**src/rtl/shift_arbiter.sv**
```systemverilog
// shift_arbiter: round-robin arbiter that shares one barrel shifter between
// NREQ requesters and returns each result through a one-entry registered
// response stage with backpressure.
//
// Ports:
//   clk, rst_n        clock, synchronous active-low reset
//   req_valid/ready   per-requester handshake (ready is one-hot or zero)
//   req_data          operands, requester i at [i*WIDTH +: WIDTH]
//   req_shamt         shift amounts, requester i at [i*5 +: 5]
//   req_type          shift types, requester i at [i*2 +: 2]
//                     (00 LSL, 01 LSR, 10 ASR, 11 reserved)
//   rsp_valid/ready   response handshake
//   rsp_data/id/err   shift result, granted requester, reserved-type flag
//
// Optional build macro SHIFT_ARB_PERF_EN adds perf_grants (accepted
// transfers) and perf_stall (cycles with rsp_valid && !rsp_ready).
module shift_arbiter #(
  parameter int unsigned WIDTH = 32,
  parameter int unsigned NREQ  = 4,
  localparam int unsigned IDW  = $clog2(NREQ)
) (
  input  logic                  clk,
  input  logic                  rst_n,
  input  logic [NREQ-1:0]       req_valid,
  output logic [NREQ-1:0]       req_ready,
  input  logic [NREQ*WIDTH-1:0] req_data,
  input  logic [NREQ*5-1:0]     req_shamt,
  input  logic [NREQ*2-1:0]     req_type,
  output logic                  rsp_valid,
  input  logic                  rsp_ready,
  output logic [WIDTH-1:0]      rsp_data,
  output logic [IDW-1:0]        rsp_id,
  output logic                  rsp_err
`ifdef SHIFT_ARB_PERF_EN
  ,
  output logic [31:0]           perf_grants,
  output logic [31:0]           perf_stall
`endif
);

  typedef enum logic [1:0] {
    SH_LSL = 2'b00,
    SH_LSR = 2'b01,
    SH_ASR = 2'b10,
    SH_RSV = 2'b11
  } sh_type_e;

  typedef enum logic {
    ST_EMPTY = 1'b0,
    ST_FULL  = 1'b1
  } state_e;

  // Shared barrel shifter; reserved type passes the operand through.
  function automatic logic [WIDTH-1:0] do_shift(input logic [WIDTH-1:0] d,
                                                input logic [4:0]       sh,
                                                input logic [1:0]       t);
    logic [WIDTH-1:0] r;
    case (sh_type_e'(t))
      SH_LSL:  r = d << sh;
      SH_LSR:  r = d >> sh;
      SH_ASR:  r = $unsigned($signed(d) >>> sh);
      default: r = d;
    endcase
    return r;
  endfunction

  state_e           state_q, state_d;
  logic [WIDTH-1:0] data_q, data_d;
  logic [IDW-1:0]   id_q, id_d;
  logic             err_q, err_d;
  logic [IDW-1:0]   last_grant_q, last_grant_d;

  logic             can_accept;
  logic             found;
  logic             xfer;
  logic [IDW-1:0]   winner;
  logic [IDW-1:0]   cand;
  int unsigned      idx;

`ifdef SHIFT_ARB_PERF_EN
  logic [31:0] grants_q, grants_d;
  logic [31:0] stall_q, stall_d;
`endif

  // State and response registers.
  always_ff @(posedge clk) begin
    if (!rst_n) begin
      state_q      <= ST_EMPTY;
      data_q       <= '0;
      id_q         <= '0;
      err_q        <= 1'b0;
      last_grant_q <= IDW'(NREQ - 1);
`ifdef SHIFT_ARB_PERF_EN
      grants_q     <= '0;
      stall_q      <= '0;
`endif
    end else begin
      state_q      <= state_d;
      data_q       <= data_d;
      id_q         <= id_d;
      err_q        <= err_d;
      last_grant_q <= last_grant_d;
`ifdef SHIFT_ARB_PERF_EN
      grants_q     <= grants_d;
      stall_q      <= stall_d;
`endif
    end
  end

  // Arbitration, handshake and next-state logic.
  always_comb begin
    state_d      = state_q;
    data_d       = data_q;
    id_d         = id_q;
    err_d        = err_q;
    last_grant_d = last_grant_q;
    req_ready    = '0;
    found        = 1'b0;
    winner       = last_grant_q;
    cand         = '0;
    idx          = 0;

    can_accept = (state_q == ST_EMPTY) || rsp_ready;

    // Search starts just past the last grant and wraps modulo NREQ.
    for (int unsigned k = 1; k <= NREQ; k++) begin
      idx  = (32'(last_grant_q) + k) % NREQ;
      cand = IDW'(idx);
      if (!found && req_valid[cand]) begin
        found  = 1'b1;
        winner = cand;
      end
    end

    xfer = rst_n && found && can_accept;
    if (xfer) begin
      req_ready[winner] = 1'b1;
    end

    if (xfer) begin
      state_d      = ST_FULL;
      data_d       = do_shift(req_data[winner*WIDTH +: WIDTH],
                              req_shamt[winner*5 +: 5],
                              req_type[winner*2 +: 2]);
      id_d         = winner;
      err_d        = (req_type[winner*2 +: 2] == SH_RSV);
      last_grant_d = winner;
    end else if ((state_q == ST_FULL) && rsp_ready) begin
      state_d = ST_EMPTY;
    end

`ifdef SHIFT_ARB_PERF_EN
    grants_d = grants_q + 32'(xfer);
    stall_d  = stall_q + 32'((state_q == ST_FULL) && !rsp_ready);
`endif
  end

  assign rsp_valid = (state_q == ST_FULL);
  assign rsp_data  = data_q;
  assign rsp_id    = id_q;
  assign rsp_err   = err_q;

`ifdef SHIFT_ARB_PERF_EN
  assign perf_grants = grants_q;
  assign perf_stall  = stall_q;
`endif

endmodule

```
**config.mk**
```make
export PLATFORM = sky130hd
export DESIGN_NAME = shift_arbiter
export DESIGN_NICKNAME = d
export VERILOG_FILES = /design/src/rtl/shift_arbiter.sv
export SDC_FILE = /design/constraint.sdc
export NUM_CORES = 1
export LEC_CHECK = 0
export CELL_PAD_IN_SITES_DETAIL_PLACEMENT = 0
export CELL_PAD_IN_SITES_GLOBAL_PLACEMENT = 1
export CORE_MARGIN = 2
export CORE_UTILIZATION = 33
export CTS_BUF_LIST = sky130_fd_sc_hd__clkbuf_2 sky130_fd_sc_hd__clkbuf_4 sky130_fd_sc_hd__clkbuf_8
export DETAILED_ROUTE_END_ITERATION = 10
export PLACE_DENSITY_LB_ADDON = 0.1
export SLEW_MARGIN = 0
export SYNTH_ARGS = -nofsm -noshare
export SYNTH_HDL_FRONTEND = slang
export SYNTH_SLANG_ARGS = --single-unit
```
**constraint.sdc**
```tcl
create_clock -name clk -period 2.9 [get_ports clk]
set_input_delay 0.29 -clock clk [delete_from_list [all_inputs] [get_ports clk]]
set_output_delay 0.29 -clock clk [all_outputs]
set_load 0.1 [all_outputs]
```
==> results of run 1 <==
## stage by stage
step | util | std cells | setup TNS (ns) | total power, mW | area, sq um
global placement | 0.577 | 1712 | -26.68 | 10.6 | 12200
floorplan | - | 937 | -1.08 | 5.90 | 7400
global route | 0.691 | 1779 | -13.44 | 14.2 | 14600
CTS | 0.642 | 1749 | -10.26 | 12.3 | 13600
finish | 0.691 | 1779 | -10.95 | 13.8 | 14600
detailed placement | 0.577 | 1712 | -28.71 | 10.6 | 12200
## critical path, cell delays in order, from the launching register on
cell      delay, ns
dfxtp_4        0.39
nor2b_4        0.05
or3_4          0.45
nand2_8        0.13
buf_6          0.13
buf_16         0.14
mux2i_2        0.24
mux2_4         0.26
buf_4          0.17
nor2_1         0.04
nor4_1         0.24
nor3_1         0.10
buf_4          0.18
a32oi_1        0.26
o311ai_2       0.15
a211o_1        0.26
## report_power, final
group	internal [mW]	leakage [nW]	switching (mW)	total [mW]
logic	5.75	5.87	6.82	12.6
clock network	0.202	0.0517	0.231	0.433
registers	0.675	0.315	0.121	0.796
total	6.63	6.23	7.17	13.8
## logic make-up after synthesis
family | synth area share
compound gates | 0.283
buf+inv | 0.0670
flops | 0.106
mux | 0.387
simple gates | 0.156
## path summary, 6_finish.rpt
check	slack [ns]	end	start
worst max-delay path	-0.42	rsp_data[16]	last_grant_q[0]
worst min-delay path	0.46	rsp_id[1]	rsp_id[1]
worst max register to register	-0.42	rsp_data[16]	last_grant_q[0]
worst min register to register	0.46	rsp_id[1]	rsp_id[1]
## cell type report
cell class | count | area [sq um] | area share
Inverter | 3 | 11.3 | 0.000770
Timing Repair Buffer | 642 | 5880 | 0.402
Sequential cell | 38 | 766 | 0.0524
Tap cell | 275 | 344 | 0.0235
Clock inverter | 1 | 5.00 | 0.000342
Clock buffer | 7 | 90.1 | 0.00616
Multi-Input combinational cell | 813 | 7520 | 0.515
## cell usage after synthesis, drive strengths merged (6+ instances only)
master / count
dfxtp: 38
mux2i: 209
buf: 54
o22ai: 15
nor2: 84
a221oi: 10
a21oi: 62
or2: 6
o21a: 8
mux4: 9
o21ai: 63
a211oi: 13
o211ai: 19
nand2: 73
mux2: 43
a22oi: 12
nand3: 27
or3: 9
nor3: 20
nor4: 8
and3: 7
o311ai: 6
and2: 6
clkbuf: 31
a31oi: 25
## routing by layer
layer  routed length, um  vias to the layer above  GRT usage
met5                   0                        -          0
met4                2650                        0      0.160
met3                4390                      155     0.0789
met2               20500                      709      0.621
met1               18100                     5179      0.480
li1                    -                     4805          -
## flip-flops by register name, summed over array words and instances (netlist names)
name,flops
rsp_data,32
rsp_err,1
last_grant_q,2
rsp_valid,1
rsp_id,2
## timing repair
item	CTS	global route
gates resized for setup	210	151
setup endpoints to repair	32	32
gates cloned	8	4
hold buffers	0	0
buffers inserted	24	32
pin swaps	41	59
==> results.cfg, run 1 <==
[worst_setup_path]
critical_path_required_ns = 3.11
reg2reg_depth = 15
critical_path_arrival_ns = 3.53
cp_max_fo = 9
endpoint_kind = flip-flop
path_class = reg -> reg
startpoint_type = flip-flop

[sta]
relSlewSlack = 0.658
slew_violations = 0
hold_ws_ns = 0.465
tightestPinTransition_ns = 0.508
rsz0062_at_grt = yes
setup_viol = 32
setup_slack_ns = -0.420
finalClockSkew_ns = 0.00445
hold_viol_final = 0
post-route-min-period_ns = 3.32
max_freq_mhz = 301
finalCritPeriodShare = 1.14

[yosys]
synth_top_area_cell = mux2i_1
synth_area_leaders = mux2i_1 (29%), dfxtp_1 (11%), mux2_2 (6.7%), nor2_1 (4.3%), a21oi_1 (4.3%)
netlist_area_sq_um = 7170
synth_edf_count = 0
synth_cell_types = 71
ys_warn_count = 0
async_flop_share = 0
synthesis.nets = 1100
yosysSeqAreaShare = 0.106
synth_top_area_frac = 0.292
syn_area_per_cell_sq_um = 7.66
yosys_register_bits = 38
synth_cells = 937
yosys_most_used_dff = dfxtp_1

[die]
rows = 53
start_util = 0.339
fp.dieH_um = 151
pin_count = 203
core_area_sq_um = 21200
dieWidth_um = 151
die-area_sq_um = 22900

[final_layout]
drive_gt1_frac = 0.495
area_growth_syn_to_layout_pct = 104
final_common_cell = buf_4
n_antenna_cell = 0
nets = 1666
final_cell_mix = buf_4 (392), clkdlybuf4s50_1 (158), mux2i_1 (131)
fillers = 1731

[routing]
drtPass1Iterations = 5
drc_errors = 0
postRouteAntennaNets = 0
drt-initial-drc-count = 1184
viasPerCell = 6.10
vias = 10800
wl_um = 45600
routedWlPerCell_um = 25.6

[cts]
insertion_delay_ns = 0.32
cts_sinks = 38
cts_tree = done
htreeDepth = 2
path_clk_slew_ns = 0.08
root_buffer = clkbuf_8
cts-buffers-inserted = 5
clock_path_buffers = 2

[grt]
grt_first_pass_wirelength_um = 64100
grt_max_degree = 27
grtUsageTotal = 0.378
antenna_found_initial = 0
grt-ovfl-total = 0
first_global_vias = 10600

[power]
cellPowerDensity_nw_per_um2 = 944
leakagePower_nw = 6.23
ir_worst_vdd_mv = 0.582

[placed_design]
preCtsSetupSlack_ns = -1.04
place_congestion = 1.02
port_buffers = 202
dp_hpwl_um = 34700

[hold_path]
holdPathStages = 2
hp-class = reg -> reg

[status]
outcome = finished, violations left
violations = setup timing

[run]
drv_cap = 0
Note: power is estimated with default switching activity, not from simulation.
==> inputs of run 2 (changes only) <==
--- a/config.mk
+++ b/config.mk
@@ -7,7 +7,6 @@
 export LEC_CHECK = 0
 export CELL_PAD_IN_SITES_DETAIL_PLACEMENT = 0
 export CELL_PAD_IN_SITES_GLOBAL_PLACEMENT = 1
-export CORE_MARGIN = 2
 export CORE_UTILIZATION = 33
 export CTS_BUF_LIST = sky130_fd_sc_hd__clkbuf_2 sky130_fd_sc_hd__clkbuf_4 sky130_fd_sc_hd__clkbuf_8
 export DETAILED_ROUTE_END_ITERATION = 10
==> run 2 against run 1 <==
Net effect:
- the run still ends with setup timing left
- largest cell class unchanged
- routed wire length increased by 8.7%
- global-route usage increased by 2.4 points
- final area increased by 7.6%
- sequential power about the same
- highest routed layer unchanged
- flip-flop and latch count unchanged
- largest power group unchanged
- fmax decreased by 4.7%
- combinational power increased by 9.5%
- non-clock buffer count increased by 56
- critical path type unchanged
- sequential share of layout area decreased by 0.37 points
==> results.cfg, run 2 (synthesized netlist as in run 1, its figures left out) <==
[sta]
post-route-min-period_ns = 3.49
max_freq_mhz = 287
tightestPinTransition_ns = 0.514
finalClockSkew_ns = 0.0179
fin_tns_setup_ns = -13.84
setup_viol = 32
hold_viol_final = 0
relSlewSlack = 0.654
rsz0062_at_grt = yes
hold_ws_ns = 0.464
slew_violations = 0
setup_slack_ns = -0.585
finalCritPeriodShare = 1.20

[final_layout]
drive_gt1_frac = 0.537
fillers = 1517
final_cell_mix = buf_4 (410), clkdlybuf4s50_1 (158), mux2i_1 (120)
final_util = 0.743
n_antenna_cell = 0
nets = 1721
stdcell_area_sq_um = 15700
area_growth_syn_to_layout_pct = 119
largest_reg_flops = 32
instances_no_fill = 1834
final_common_cell = buf_4

[routing]
drt-initial-drc-count = 1182
postRouteAntennaNets = 0
wl_um = 49600
viasPerCell = 6.21
drc_errors = 0
drtPass1Iterations = 6
vias = 11400
routedWlPerCell_um = 27.0

[die]
pin_count = 203
fp.dieH_um = 149
core_area_sq_um = 21200
rows = 53
dieWidth_um = 149
start_util = 0.339
die-area_sq_um = 22300

[grt]
antenna_found_initial = 0
grt-ovfl-total = 0
grt_max_degree = 32
grtUsageTotal = 0.402
first_global_vias = 10700
grt_first_pass_wirelength_um = 66300

[worst_setup_path]
cp_max_fo = 6
r2r_slack_ns = -0.59
crit_top_cell = buf_12
crit_end = rsp_data[21]
max_stage_delay_ns = 0.46
critical_path_required_ns = 3.17
r2r_start = last_grant_q[0]
path_class = reg -> reg
endpoint_kind = flip-flop
critical_path_arrival_ns = 3.76
startpoint_type = flip-flop
crit_start = last_grant_q[0]
reg2reg_depth = 16
crit_path_cell_trace = nor2b_4 > or3_4 > buf_12 > nand2_8 > buf_12 > buf_12 > buf_12 > mux2i_1 > mux2_4 > buf_6 > mux2i_4 > mux2i_4 > o211a_1 > a2111o_1 > a31oi_2 > a211o_1
slowest_stage = a2111o_1
r2r-end = rsp_data[21]

[status]
violations = setup timing
outcome = finished, violations left

[placed_design]
port_buffers = 202
dp.cells = 1706
preCtsSetupSlack_ns = -1.22
dp_hpwl_um = 34400
placed_cell_area_sq_um = 12100
place_congestion = 1.01

[cts]
cts-buffers-inserted = 5
root_buffer = clkbuf_8
htreeDepth = 2
clock_path_buffers = 2
insertion_delay_ns = 0.32
cts_tree = done
path_clk_slew_ns = 0.09
cts_sinks = 38

[hold_path]
holdPathStages = 2
hp-class = reg -> reg

[power]
finalPower_mw = 15.1
cellPowerDensity_nw_per_um2 = 961
leakagePower_nw = 6.62
ir_worst_vdd_mv = 0.641

[run]
drv_cap = 0
==> run 2: cell types whose count changed in the layout (fill, tap and decap cells not counted), moves of 8 or more <==
cell,delta
mux2i_1,-11
nor2_1,-8
buf_4,+18
buf_12,+14
buf_6,+23
mux2i_4,+20
mux2i_2,-9
==> run 2: layout make-up <==
| class | count | area, sq um | share of cell area |
|---|---|---|---|
| well taps | 275 | 344 | 0.0219 |
| inverters | 3 | 11.3 | 0.000716 |
| flip-flops and latches | 38 | 766 | 0.0487 |
| clock inverters | 1 | 30.0 | 0.00191 |
| multi-input cells | 812 | 7950 | 0.506 |
| repair buffers | 698 | 6540 | 0.416 |
| clock buffers | 7 | 83.8 | 0.00533 |
==> run 2: repair_timing <==
| action | in CTS | in global routing |
|---|---|---|
| gates resized for setup | 283 | 206 |
| setup endpoints to repair | 32 | 32 |
| hold buffers | 0 | 0 |
| setup buffers | 57 | 73 |
| pin swaps | 63 | 77 |
| cloned | 7 | 0 |
==> run 2: worst min path at each step <==
stage            startpoint           end  slack, ns
2_1_floorplan  req_valid[1]     rsp_valid       0.49
3_3_place_gp      rsp_id[1]     rsp_id[1]       0.45
3_5_place_dp   rsp_data[21]  rsp_data[21]       0.46
4_1_cts           rsp_id[1]     rsp_id[1]       0.47
5_1_grt        rsp_data[21]  rsp_data[21]       0.49
6_report          rsp_id[1]     rsp_id[1]       0.46
==> run 2: per-layer routing <==
layer,wire length [um],global-route usage
met1,18800,0.499
met2,22300,0.650
met3,5170,0.0878
met4,3330,0.207
met5,0,0
==> run 2: power by group <==
part           internal, mW  switching (mW)  total, mW  leakage [nW]
sequential            0.675           0.123      0.798         0.315
clock                 0.277           0.234      0.511        0.0593
combinational          6.44            7.35       13.8          6.25
total                  7.39            7.71       15.1          6.62
==> run 2: worst max-delay path: cells and delay by family (launching register included) <==
family	cells	cell delay (ns)
muxes	4	0.69
buffers and inverters	5	0.66
and+or+nand+nor	3	0.59
AOI/OAI and AO/OA	4	1.09
DFF	1	0.39
==> inputs of run 3 (changes only) <==
--- a/config.mk
+++ b/config.mk
@@ -10,7 +10,7 @@
 export CORE_UTILIZATION = 33
 export CTS_BUF_LIST = sky130_fd_sc_hd__clkbuf_2 sky130_fd_sc_hd__clkbuf_4 sky130_fd_sc_hd__clkbuf_8
 export DETAILED_ROUTE_END_ITERATION = 10
-export PLACE_DENSITY_LB_ADDON = 0.1
+export PLACE_DENSITY = 0.79
 export SLEW_MARGIN = 0
 export SYNTH_ARGS = -nofsm -noshare
 export SYNTH_HDL_FRONTEND = slang
==> run 3 against run 2 <==
Net effect:
- worst hold slack barely moved
- via count about the same
- utilization is 3.8 points lower
- register-to-register slack got worse by 0.42 ns
- clock power fell by 13%
- the run still ends with setup timing left
- critical endpoint is now rsp_data[4]
==> results.cfg, run 3 (synthesized netlist as in run 1, its figures left out) <==
[status]
outcome = finished, violations left
violations = setup timing

[cts]
cts_sinks = 38
cts_tree = done
cts-buffers-inserted = 5
path_clk_slew_ns = 0.09
htreeDepth = 2
cts.hold.buffers_added = 0
clock_path_buffers = 2
insertion_delay_ns = 0.32
root_buffer = clkbuf_8

[worst_setup_path]
path_class = reg -> reg
endpoint_kind = flip-flop
max_stage_delay_ns = 0.64
critical_path_required_ns = 3.11
crit_path_cell_trace = or3_4 > nand2_8 > buf_12 > buf_16 > mux2i_1 > mux2_4 > mux2i_4 > mux2i_1 > buf_4 > mux2i_2 > and3_1 > nor4_4 > buf_4 > o22ai_1
critical_path_arrival_ns = 4.12
slowest_stage = mux2i_1
cp_top_family = multiplexers
startpoint_type = flip-flop
reg2reg_depth = 14
path_buf_inv = 4
cp_max_fo = 8
r2r-end = rsp_data[4]
r2r_start = last_grant_q[1]
r2r_slack_ns = -1.01

[sta]
finalClockSkew_ns = 0.00459
setup_slack_ns = -1.01
finalCritPeriodShare = 1.35
slew_violations = 0
rsz0062_at_grt = yes
fin_tns_setup_ns = -14.79
setup_viol = 32
relSlewSlack = 0.480
max_freq_mhz = 256
post-route-min-period_ns = 3.91
hold_viol_final = 0
tightestPinTransition_ns = 0.759

[final_layout]
final_util = 0.705
area_growth_syn_to_layout_pct = 108
drive_gt1_frac = 0.501
final_common_cell = buf_4
final_cell_mix = buf_4 (387), clkdlybuf4s50_1 (158), mux2i_1 (131)
nets = 1674
largest_reg_flops = 32
fillers = 1548
n_antenna_cell = 0
multi_input_area_sq_um = 7600
seqCellArea_sq_um = 768
instances_no_fill = 1787

[grt]
grt_first_pass_wirelength_um = 67800
grt-ovfl-total = 0
grt_max_degree = 29
grtUsageTotal = 0.413
first_global_vias = 11000
antenna_found_initial = 0

[power]
leakagePower_nw = 6.32
cellPowerDensity_nw_per_um2 = 962
ir_worst_vdd_mv = 0.602

[die]
pin_count = 203
die-area_sq_um = 22300
rows = 53
core_area_sq_um = 21200
fp.dieH_um = 149
dieWidth_um = 149
start_util = 0.339

[routing]
routedWlPerCell_um = 28.1
drc_errors = 0
drtPass1Iterations = 7
postRouteAntennaNets = 0
vias = 11400
drt-initial-drc-count = 1308
wl_um = 50300
viasPerCell = 6.37

[hold_path]
hp-start = rsp_id[1]
holdPathStages = 2
min_delay_worst_endpoint = rsp_id[1]
hp-class = reg -> reg

[placed_design]
dp.cells = 1695
place_congestion = 1.07
port_buffers = 202
dp_hpwl_um = 34500

[run]
drv_cap = 0
==> run 3: cell count changes in the layout (fill, tap and decap cells not counted), sizes merged <==
cell and change:
buf -49, bufbuf -2, nand2 +2, a21bo +1
bufinv -1, clkbuf +1, clkinv +1
==> run 3: area by class of cell <==
cell class / count / share of cell area
Tap cell: 275 / 0.0231
Inverter: 3 / 0.000755
Timing Repair Buffer: 648 / 0.408
Clock inverter: 1 / 0.000336
Clock buffer: 7 / 0.00604
Sequential cell: 38 / 0.0515
Multi-Input combinational cell: 815 / 0.510
==> run 3: timing repair <==
action | in CTS | in global routing
buffers inserted | 39 | 36
gates cloned | 11 | 3
pin swaps | 60 | 50
setup endpoints to repair | 32 | 32
resized for setup | 258 | 115
==> run 3: metal layers <==
metal	part of all wire	GRT usage	wire [um]
met5	0	0	0
met2	0.44	0.671	22100
met1	0.36	0.505	18300
met3	0.11	0.0787	5710
met4	0.083	0.243	4160
==> run 3: worst reg2reg max path: stages, from the launching register on <==
cell,delay [ns]
dfxtp_4,0.39
or3_4,0.50
nand2_8,0.14
buf_12,0.13
buf_16,0.13
mux2i_1,0.27
mux2_4,0.28
mux2i_4,0.16
mux2i_1,0.64
buf_4,0.27
mux2i_2,0.11
and3_1,0.23
nor4_4,0.32
buf_4,0.17
o22ai_1,0.06
==> run 3: through the flow <==
step / total power [mW] / setup slack [ns] / instance area [sq um] / hold slack, ns
after floorplan: 5.90 / -0.202 / 7400 / 0.486
after global placement: 10.5 / -1.07 / 12200 / 0.445
after detailed placement: 10.5 / -1.03 / 12200 / 0.455
after CTS: 12.7 / -0.364 / 14000 / 0.467
after global routing: 14.6 / -0.873 / 14900 / 0.494
final: 14.3 / -1.01 / 14900 / 0.464
==> run 3: worst max path at each step <==
stage | slack [ns] | startpoint | to | cells past startpoint
3_5_place_dp | -1.03 | req_valid[1] | rsp_data[5] | 16
5_1_grt | -0.87 | last_grant_q[0] | rsp_data[4] | 15
6_report | -1.01 | last_grant_q[1] | rsp_data[4] | 14
2_1_floorplan | -0.20 | req_valid[1] | rsp_data[16] | 13
3_3_place_gp | -1.07 | req_valid[1] | rsp_data[25] | 14
4_1_cts | -0.36 | last_grant_q[0] | rsp_data[16] | 13
==> run 3: report_power, final <==
part	total (mW)	switching [mW]	internal, mW
logic	13.1	7.22	5.88
registers	0.794	0.119	0.675
clock network	0.447	0.244	0.202
